$ cat src/rtl/hive_reg_timer_pkg.sv
// hive_reg_timer_pkg: shared types and constants for the rbus timer peripheral.
//   - bus widths (ALU_W, RBUS_ADDR_W), prescale width, rbus base address
//   - register offsets TMR_TIME..TMR_PRE and CTL bit positions
//   - TMR_STATE_T: down-counter state machine encoding
package hive_reg_timer_pkg;

  localparam int ALU_W       = 32;
  localparam int RBUS_ADDR_W = 8;
  localparam int PRE_W       = 16;

  localparam logic [RBUS_ADDR_W-1:0] RBUS_BASE = 8'h10;

  // Register offsets from RBUS_BASE
  localparam logic [2:0] TMR_TIME = 3'd0;
  localparam logic [2:0] TMR_CNT  = 3'd1;
  localparam logic [2:0] TMR_RLD  = 3'd2;
  localparam logic [2:0] TMR_CTL  = 3'd3;
  localparam logic [2:0] TMR_PRE  = 3'd4;

  // CTL bit positions
  localparam int TMR_EN_B  = 0;
  localparam int TMR_PER_B = 1;
  localparam int TMR_IE_B  = 2;
  localparam int TMR_EXP_B = 8;
  localparam int TMR_CLR_B = 9;

  typedef enum logic [1:0] {
    IDLE = 2'd0,
    RUN  = 2'd1,
    DONE = 2'd2
  } TMR_STATE_T;

endpackage

$ cat src/rtl/hive_reg_timer_if.sv
// hive_reg_timer_if: rbus register-port bundle between the data ring and the timer.
//   rbus_addr_i     register address
//   rbus_wr_i       write enable, active high
//   rbus_rd_i       read enable, active high
//   rbus_wr_data_i  write data
//   rbus_rd_data_o  read data, zero when not addressed (OR-bus)
// master: ring side; slave: peripheral side.
interface hive_reg_timer_if;
  import hive_reg_timer_pkg::*;

  logic [RBUS_ADDR_W-1:0] rbus_addr_i;
  logic                   rbus_wr_i;
  logic                   rbus_rd_i;
  logic [ALU_W-1:0]       rbus_wr_data_i;
  logic [ALU_W-1:0]       rbus_rd_data_o;

  modport master (
    output rbus_addr_i, rbus_wr_i, rbus_rd_i, rbus_wr_data_i,
    input  rbus_rd_data_o
  );

  modport slave (
    input  rbus_addr_i, rbus_wr_i, rbus_rd_i, rbus_wr_data_i,
    output rbus_rd_data_o
  );

endinterface

$ cat src/rtl/hive_timer_tick.sv
// hive_timer_tick: prescaler producing the down-counter tick.
//   clk_i      clock
//   rst_i      async reset, active high
//   restart_i  restart the prescale phase at 0 (CTL write with EN=1)
//   pre_i      prescale value; a tick every pre_i+1 clks
//   tick_o     tick pulse, one clk wide
// Macro HIVE_TIMER_PRESCALE_EN: when undefined no counter is built and tick_o is
// tied high (a tick every clk).
module hive_timer_tick
  import hive_reg_timer_pkg::*;
(
  input  logic             clk_i,
  input  logic             rst_i,
  input  logic             restart_i,
  input  logic [PRE_W-1:0] pre_i,
  output logic             tick_o
);

`ifdef HIVE_TIMER_PRESCALE_EN
  logic [PRE_W-1:0] div_cnt_reg;

  // >= rather than == so that lowering PRE below the running count cannot
  // stall the prescaler for a full 2^PRE_W wrap.
  always_ff @(posedge clk_i or posedge rst_i) begin
    if (rst_i)
      div_cnt_reg <= '0;
    else if (restart_i || (div_cnt_reg >= pre_i))
      div_cnt_reg <= '0;
    else
      div_cnt_reg <= div_cnt_reg + 1'b1;
  end

  assign tick_o = (div_cnt_reg >= pre_i);
`else
  logic unused_tick;
  assign unused_tick = &{1'b0, clk_i, rst_i, restart_i, pre_i};
  assign tick_o = 1'b1;
`endif

endmodule

$ cat src/rtl/hive_reg_timer.sv
// hive_reg_timer: rbus timer peripheral (free-running TIME, loadable CNT
// down-counter with one-shot/periodic modes, level interrupt).
//   clk_i  clock
//   rst_i  async reset, active high
//   bus    rbus slave port (addr, wr, rd, wr_data in; rd_data out, 1-clk latency)
//   irq_o  interrupt, EXP & IE
// Macro HIVE_TIMER_PRESCALE_EN: adds the 16-bit PRE register at +4 and the
// prescaler; otherwise +4 is unmapped and a tick occurs every clk.
module hive_reg_timer
  import hive_reg_timer_pkg::*;
(
  input  logic             clk_i,
  input  logic             rst_i,
  hive_reg_timer_if.slave  bus,
  output logic             irq_o
);

`ifdef HIVE_TIMER_PRESCALE_EN
  localparam logic [2:0] LAST_SEL = TMR_PRE;
`else
  localparam logic [2:0] LAST_SEL = TMR_CTL;
`endif

  logic [RBUS_ADDR_W-1:0] offs;
  logic [2:0]             sel;
  logic                   hit, wr_hit, rd_hit, wr_ctl, wr_en;
  logic                   tick, exp_set;
  logic [ALU_W-1:0]       time_reg, cnt_reg, cnt_next, rld_reg, rd_data_reg, rd_mux;
  logic                   per_reg, ie_reg, exp_reg;
  logic [PRE_W-1:0]       pre_val;
  TMR_STATE_T             state_reg, state_next;

  // Addresses below RBUS_BASE wrap to large offsets and miss.
  assign offs   = bus.rbus_addr_i - RBUS_BASE;
  assign sel    = offs[2:0];
  assign hit    = (offs[RBUS_ADDR_W-1:3] == '0) && (sel <= LAST_SEL);
  assign wr_hit = bus.rbus_wr_i && hit;
  assign rd_hit = bus.rbus_rd_i && hit;
  assign wr_ctl = wr_hit && (sel == TMR_CTL);
  assign wr_en  = bus.rbus_wr_data_i[TMR_EN_B];

`ifdef HIVE_TIMER_PRESCALE_EN
  logic [PRE_W-1:0] pre_reg;

  always_ff @(posedge clk_i or posedge rst_i) begin
    if (rst_i)
      pre_reg <= '0;
    else if (wr_hit && (sel == TMR_PRE))
      pre_reg <= bus.rbus_wr_data_i[PRE_W-1:0];
  end

  assign pre_val = pre_reg;
`else
  assign pre_val = '0;
`endif

  hive_timer_tick u_tick (
    .clk_i     (clk_i),
    .rst_i     (rst_i),
    .restart_i (wr_ctl && wr_en),
    .pre_i     (pre_val),
    .tick_o    (tick)
  );

  // Next state / next count. A stop write (EN=0) overrides the tick on the
  // same edge: the count freezes and that tick neither decrements nor expires.
  always_comb begin
    state_next = state_reg;
    cnt_next   = cnt_reg;
    exp_set    = 1'b0;
    if ((state_reg == RUN) && tick) begin
      if (cnt_reg == '0) begin
        exp_set = 1'b1;
        if (per_reg)
          cnt_next = rld_reg;
        else
          state_next = DONE;
      end else begin
        cnt_next = cnt_reg - 1'b1;
      end
    end
    if (wr_ctl) begin
      if (!wr_en) begin
        state_next = IDLE;
        cnt_next   = cnt_reg;
        exp_set    = 1'b0;
      end else if (state_reg != RUN) begin
        state_next = RUN;
        cnt_next   = rld_reg;
      end
    end
  end

  always_ff @(posedge clk_i or posedge rst_i) begin
    if (rst_i)
      state_reg <= IDLE;
    else
      state_reg <= state_next;
  end

  always_ff @(posedge clk_i or posedge rst_i) begin
    if (rst_i) begin
      time_reg    <= '0;
      cnt_reg     <= '0;
      rld_reg     <= '0;
      per_reg     <= 1'b0;
      ie_reg      <= 1'b0;
      exp_reg     <= 1'b0;
      rd_data_reg <= '0;
    end else begin
      cnt_reg <= cnt_next;
      if (wr_hit && (sel == TMR_TIME))
        time_reg <= bus.rbus_wr_data_i;
      else
        time_reg <= time_reg + 1'b1;
      if (wr_hit && (sel == TMR_RLD))
        rld_reg <= bus.rbus_wr_data_i;
      if (wr_ctl) begin
        per_reg <= bus.rbus_wr_data_i[TMR_PER_B];
        ie_reg  <= bus.rbus_wr_data_i[TMR_IE_B];
      end
      // Set has priority over write-1-clear.
      if (exp_set)
        exp_reg <= 1'b1;
      else if (wr_ctl && bus.rbus_wr_data_i[TMR_CLR_B])
        exp_reg <= 1'b0;
      rd_data_reg <= rd_hit ? rd_mux : '0;
    end
  end

  // Read mux sees pre-write register values. EN is 1 exactly while in RUN.
  always_comb begin
    rd_mux = '0;
    case (sel)
      TMR_TIME: rd_mux = time_reg;
      TMR_CNT:  rd_mux = cnt_reg;
      TMR_RLD:  rd_mux = rld_reg;
      TMR_CTL: begin
        rd_mux[TMR_EN_B]  = (state_reg == RUN);
        rd_mux[TMR_PER_B] = per_reg;
        rd_mux[TMR_IE_B]  = ie_reg;
        rd_mux[TMR_EXP_B] = exp_reg;
      end
      TMR_PRE:  rd_mux = ALU_W'(pre_val);
      default:  rd_mux = '0;
    endcase
  end

  assign bus.rbus_rd_data_o = rd_data_reg;
  assign irq_o              = exp_reg & ie_reg;

endmodule

$ cat src/flat_wrapper.sv
// flat-port wrapper written by rule: the top's interface ports become plain ports
module hive_reg_timer_flat import hive_reg_timer_pkg::*;
  (clk_i, rst_i, irq_o, bus_rbus_addr_i, bus_rbus_wr_i, bus_rbus_rd_i, bus_rbus_wr_data_i, bus_rbus_rd_data_o);
  hive_reg_timer_if bus_i ();
  input  logic clk_i;
  input  logic rst_i;
  output logic irq_o;
  input wire logic [$bits(bus_i.rbus_addr_i)-1:0] bus_rbus_addr_i;
  input wire logic [$bits(bus_i.rbus_wr_i)-1:0] bus_rbus_wr_i;
  input wire logic [$bits(bus_i.rbus_rd_i)-1:0] bus_rbus_rd_i;
  input wire logic [$bits(bus_i.rbus_wr_data_i)-1:0] bus_rbus_wr_data_i;
  output wire logic [$bits(bus_i.rbus_rd_data_o)-1:0] bus_rbus_rd_data_o;
  assign bus_i.rbus_addr_i = bus_rbus_addr_i;
  assign bus_i.rbus_wr_i = bus_rbus_wr_i;
  assign bus_i.rbus_rd_i = bus_rbus_rd_i;
  assign bus_i.rbus_wr_data_i = bus_rbus_wr_data_i;
  assign bus_rbus_rd_data_o = bus_i.rbus_rd_data_o;
  hive_reg_timer u_core (.clk_i(clk_i), .rst_i(rst_i), .bus(bus_i), .irq_o(irq_o));
endmodule
$ cat config.mk
export PLATFORM = sky130hd
export DESIGN_NAME = hive_reg_timer_flat
export DESIGN_NICKNAME = d
export VERILOG_FILES = /design/src/rtl/hive_reg_timer_pkg.sv /design/src/rtl/hive_reg_timer_if.sv /design/src/rtl/hive_timer_tick.sv /design/src/rtl/hive_reg_timer.sv /design/src/flat_wrapper.sv
export SDC_FILE = /design/constraint.sdc
export NUM_CORES = 1
export LEC_CHECK = 0
export BUFFER_PORTS_ARGS = -buffer_cell sky130_fd_sc_hd__clkbuf_2
export CORE_ASPECT_RATIO = 0.7
export CORE_UTILIZATION = 60
export DETAILED_ROUTE_END_ITERATION = 16
export HOLD_SLACK_MARGIN = 0.1
export PLACE_DENSITY_LB_ADDON = 0.05
export SKIP_LAST_GASP = 1
export SYNTH_ARGS = -nofsm -noshare
export SYNTH_HDL_FRONTEND = slang
export SYNTH_SLANG_ARGS = --single-unit
$ cat constraint.sdc
create_clock -name clk_i -period 5.9 [get_ports clk_i]
set_input_delay 0.885 -clock clk_i [delete_from_list [all_inputs] [get_ports clk_i]]
set_output_delay 0.885 -clock clk_i [all_outputs]
set_load 0.01 [all_outputs]
* Yosys cells after proc, flatten, opt, wreduce, memory -nomap -nowiden
Index checks and enable logic that the tools add are counted.
** Word-level totals
- Register bits after elaboration :: 133
- Bits of input ports :: 44
- Output and inout bits :: 33
- Word-level logic and storage cells :: 54
** Cells by class
- Add/subtract/negate cells :: 3
- Equal/unequal tests :: 6
- Order comparisons :: 1
- Reductions and logical operators :: 11
- Bitwise gates (word level) :: 1
- Multiplexer cells :: 24
** Operators by type and width (count)
- $mux 32 :: 8
- $pmux 23 s3 :: 1
- $add 32x1->32 const B :: 1
- $logic_not 32->1 :: 1
- $sub 32x1->32 const B :: 1
- $pmux 5 s3 :: 1
- $mux 2 :: 6
- $pmux 3 s4 :: 1
- $sub 8x5->8 const B :: 1
- $logic_and 1x1->1 :: 7
- $eq 3x2->1 const B :: 2
- $mux 1 :: 6
- $logic_not 5->1 :: 1
- $pmux 1 s4 :: 1
- $eq 3x1->1 const B :: 1
- $le 3x2->1 const B :: 1
- $logic_not 3->1 :: 1
- $eq 2x1->1 const B :: 1
- $ne 2x1->1 const B :: 1
- $ne 2x2->1 const B :: 1
- $reduce_bool 2->1 :: 1
- $and 1x1->1 :: 1

* Longest topological paths before layout
- Word-level depth :: 8
- Depth in mapped cells :: 10

* Cells and area by module
Synthesis repeated with hierarchy kept, for this count alone.
** Unflattened totals
- Cells, all modules :: 801
- Area, all modules :: 7483.4 sq um
** Modules (own cells, without submodules)
- hive_reg_timer :: instances 1, sequential area each 3328.2 sq um, area each 7472.2 sq um, cells an instance 799
- hive_timer_tick :: instances 1, sequential area each 0.0 sq um, area each 11.3 sq um, cells an instance 2

* Worst setup path after synthesis
Ideal clock, no wire load.
- Path type :: input to register
- Start point :: in bus_rbus_addr_i[2]
- End point :: reg u_core.cnt_reg[6]
- Data arrival time :: 2.609 ns
- Setup time :: 0.126 ns
- Cell stages on the path :: 6
- Setup slack :: 3.165 ns
- Cell sequence :: or3b_4 -> or4_1 -> buf_6 -> o21ai_2 -> o21ai_0 -> a221o_1
** On the way
- Longest elaborated chain between the ends :: 6
- Elaborated cells on any way between the ends :: 9
** RTL lines
- start, declared :: line flat_wrapper.sv:8 : input wire logic [$bits(bus_i.rbus_addr_i)-1:0] bus_rbus_addr_i;
- $sub 8x5->8 * :: line hive_reg_timer.sv:34 : assign offs = bus.rbus_addr_i - RBUS_BASE;
- $le 3x2->1 or $logic_not 5->1 (tied branches) :: line hive_reg_timer.sv:36 : assign hit = (offs[RBUS_ADDR_W-1:3] == '0) && (sel <= LAST_SEL);
- $logic_and 1x1->1 :: line hive_reg_timer.sv:36
- $logic_and 1x1->1 :: line hive_reg_timer.sv:37 : assign wr_hit = bus.rbus_wr_i && hit;
- $logic_and 1x1->1 * :: line hive_reg_timer.sv:39 : assign wr_ctl = wr_hit && (sel == TMR_CTL);
- $ne 2x2->1 (no source line) or $mux 32 (tied branches)
- end signal, assigned :: line hive_reg_timer.sv:111 : cnt_reg <= cnt_next;
- end, declared :: line hive_reg_timer.sv:28 : logic [ALU_W-1:0] time_reg, cnt_reg, cnt_next, rld_reg, rd_data_reg, rd_mux;
Mark *: on every way between the ends. The rest lies on a longest branch, timed or not.
A chain may end at the register's enable or synchronous reset.

* Worst setup path after layout
- Start point :: reg u_core.cnt_reg[0]
- End point :: reg u_core.cnt_reg[16]
** On the way
- Longest elaborated chain between the ends :: 6
- Elaborated cells on any way between the ends :: 7
** RTL lines
- $sub 32x1->32 or $logic_not 32->1 (tied branches) :: line hive_reg_timer.sv:79, hive_reg_timer.sv:72
- $mux 32 * :: line hive_reg_timer.sv:72 : if (cnt_reg == '0) begin
- $mux 32 * :: line hive_reg_timer.sv:71 : if ((state_reg == RUN) && tick) begin
- $mux 32 :: line hive_reg_timer.sv:87 : end else if (state_reg != RUN) begin
- $mux 32 :: line hive_reg_timer.sv:83 : if (!wr_en) begin
- $mux 32 * :: line hive_reg_timer.sv:82 : if (wr_ctl) begin
Mark *: on every way between the ends. The rest lies on a longest branch, timed or not. The select of a mux whose other input is x is not followed.

==> metrics <==
Simple-Gate Fraction of Synth Area 20.9%; Layout Cells excl Fill 1057; Setup TNS 0 ns; synth cell count leaders 133 x dfrtp_1, 92 x nand2_1, 87 x nor2_1; Clock power frac 42.1%; CTS buffer count 17; final wirelength 24600 um; Post-DRT Antenna Nets 0; share of cells above drive strength 1 19.2%; DP Worst Slack 2.19 ns; area grow syn2layout 14.0%; mux contribution to synthesized area 11.6%; Psw 791 uW; sw frac 30.2%; root buf cell clkbuf_16; Setup crit end kind flop; Logic pwr share 13.1%; Starting Density 62.9%; Slowest Stage Delay on Critical Path 1.20 ns; leakage 3.69 nW; CP max stage cell nor4_1; r2r startpoint u_core.cnt_reg[0]; routed vias/inst 6.82; setup ws final 2.22 ns; drt first pass iters 7; Die Y 95.8 um; iteration-0 DRC count of the detailed router 1091; synth unique cells 58; Seq/Total Area, Yosys 44.2%; number of global-route vias before repair 6781; design area 8590 um2; complex-gate fraction of the synthesized area 15.2%; Clk pin slew, worst setup/hold paths 0.06 ns; Max clock buf depth 2; Hold Path Class in -> async; Max Clock Freq 272 MHz; CP Launch Type flop; crit-path max FO 14; largest net degree at the start of global routing 84; adder-cell share of the synthesized area 0.498%; row cnt 33; slew of the pin with the lowest slew margin 1.32 ns; clock sink total 133; minimum clock period 3.68 ns; max-slew violation count 0; antenna violations before repair 0; remaining global-route overflow 0; first-pass GRT wire length 38000 um; ant diodes 0; post-synthesis register bit count 133; # hold bufs at CTS 0; syn nets 883; Worst Skew 0.00892 ns; post-synth top area share 44.2%; fin nets 935; PortBufs 76; Mapped Area 7540 um2; CP arrival 3.98 ns; DIE AREA 13000 um2; # setup viols final 0; fin crit share 62.4%; dpl cell area 7990 um2; WL/cell 23.3 um; Reg power frac 44.8%; critical path cell sequence inv_1 > ha_1 > nor3b_1 > nand4_1 > nor4_1 > buf_4 > nor3_1 > o32ai_1 > a21oi_1; XOR/XNOR Fraction of Synth Area 3.84%; Fin. Hold Viols 0; post_cts resized 0; cell taking the most area after synthesis dfrtp_1; HPWL after DPL 16800 um; Int Power 1.83 mW; pwr dens 305 nW/um2; worst skew pair latency 0.42 ns; flop2flop setup slack 2.22 ns; H-tree levels 4; result of the run finished clean; r2r worst-path depth 9; Primary FF master, synth dfrtp_1; Via Count 7208; IO Pins 77; Max Cap Viol 0; die span in x 136 um; DRC Markers 0; Max-slew headroom 11.7%; GRT Util Overall 40.0%; most frequent cell after synthesis dfrtp_1; Placed Instances 1026; EDFF count, synth 0; CTS tree done; R2R Path End u_core.cnt_reg[16]; critical path type reg -> reg; largest cells by area after synthesis dfrtp_1 44%, mux2_2 5.1%, mux2i_1 5.0%; mean area per synthesized cell 9.01 um2; Placer Congestion 0.982; core box area 12000 um2; Mapped Cells 836; largest family of logic cells by synthesized area simple AND/OR/NAND/NOR gates; YS warnings 0; RSZ-0062 raised after global routing false; Setup Fix Bufs, Post-CTS 0; asr flop ratio synth 100%; CP required 6.20 ns; peak supply drop 0.239 mV
==> power by group through the flow <==
stage | Clock, mW | Sequential (mW) | Combinational (mW)
2_1_floorplan | 0 | 1.10 | 0.273
3_3_place_gp | 0 | 1.17 | 0.322
3_5_place_dp | 0 | 1.18 | 0.333
4_1_cts | 1.10 | 1.16 | 0.339
5_1_grt | 1.14 | 1.18 | 0.385
6_report | 1.10 | 1.17 | 0.344
==> metrics by stage <==
stage	hold slack (ns)	utilization, %	total power [mW]
floorplan	0.455	-	1.38
global placement	0.510	66.7	1.49
detailed placement	0.512	66.7	1.51
CTS	0.529	71.8	2.60
global route	0.550	71.8	2.71
finish	0.529	71.8	2.62
==> per-layer routing <==
metal  global-route usage, %  wire, um
met1                    57.5     10200
met4                    12.5       575
met3                    15.3      3750
met2                    55.1     10000
met5                       0         0
==> kinds of logic after synthesis <==
group,count (synthesis)
and+or+nand+nor,324
AOI/OAI and AO/OA,197
DFF,133
muxes,77
buffers and inverters,69
xor gates and xnor gates,33
adders and majority gates,3
==> how the worst max path moves through the flow <==
| stage | startpoint | endpoint | slack [ns] | cells past startpoint |
|---|---|---|---|---|
| 2_1_floorplan | rst_i | u_core.bus.rbus_rd_data_o[0] | 1.46 | 1 |
| 3_3_place_gp | bus_rbus_addr_i[2] | u_core.cnt_reg[6] | 2.31 | 6 |
| 3_5_place_dp | bus_rbus_addr_i[2] | u_core.cnt_reg[6] | 2.19 | 6 |
| 4_1_cts | u_core.cnt_reg[0] | u_core.cnt_reg[16] | 2.47 | 9 |
| 5_1_grt | u_core.cnt_reg[0] | u_core.cnt_reg[16] | 2.14 | 9 |
| 6_report | u_core.cnt_reg[0] | u_core.cnt_reg[16] | 2.22 | 9 |
==> worst max-delay path: cells and delay by family, from the launching register on <==
family                   cells  cell delay [ns]
AO/OA/AOI/OAI                2             0.36
flip-flops                   1             0.46
adder cells (fa/ha/maj)      1             0.23
buffers and inverters        2             0.44
AND/OR/NAND/NOR              4             2.05
==> layout make-up <==
cell class | instances | area (um2)
inverter | 15 | 58.8
clock inverter | 14 | 176
tap | 157 | 196
clock buffer | 17 | 425
timing repair buffer | 87 | 463
multi-input combinational | 634 | 3950
fill | 959 | 3380
sequential | 133 | 3330
==> layout by cell type (no fill, tap or decap), types with 4 or more instances in the layout <==
cell       count
nand3_1       32
clkbuf_16     17
nor4_1        14
inv_1         14
mux2i_1       38
dfrtp_1      133
nand4_1        8
o22ai_1       13
or4_1         10
mux2_2        34
xor2_1        21
a32oi_1        4
xnor2_1       12
o21ai_0       61
a211oi_1       5
and3_1        13
nor2_1        87
and4_1         6
nand2b_1       4
inv_6          4
o211ai_1       7
a31oi_1       15
a21oi_1       64
o21ai_1        5
nor3_1        30
mux4_2         4
buf_4         11
or3_1          4
clkbuf_2      76
nand2_1       92
No activity file was read; power rests on OpenSTA's default activity.
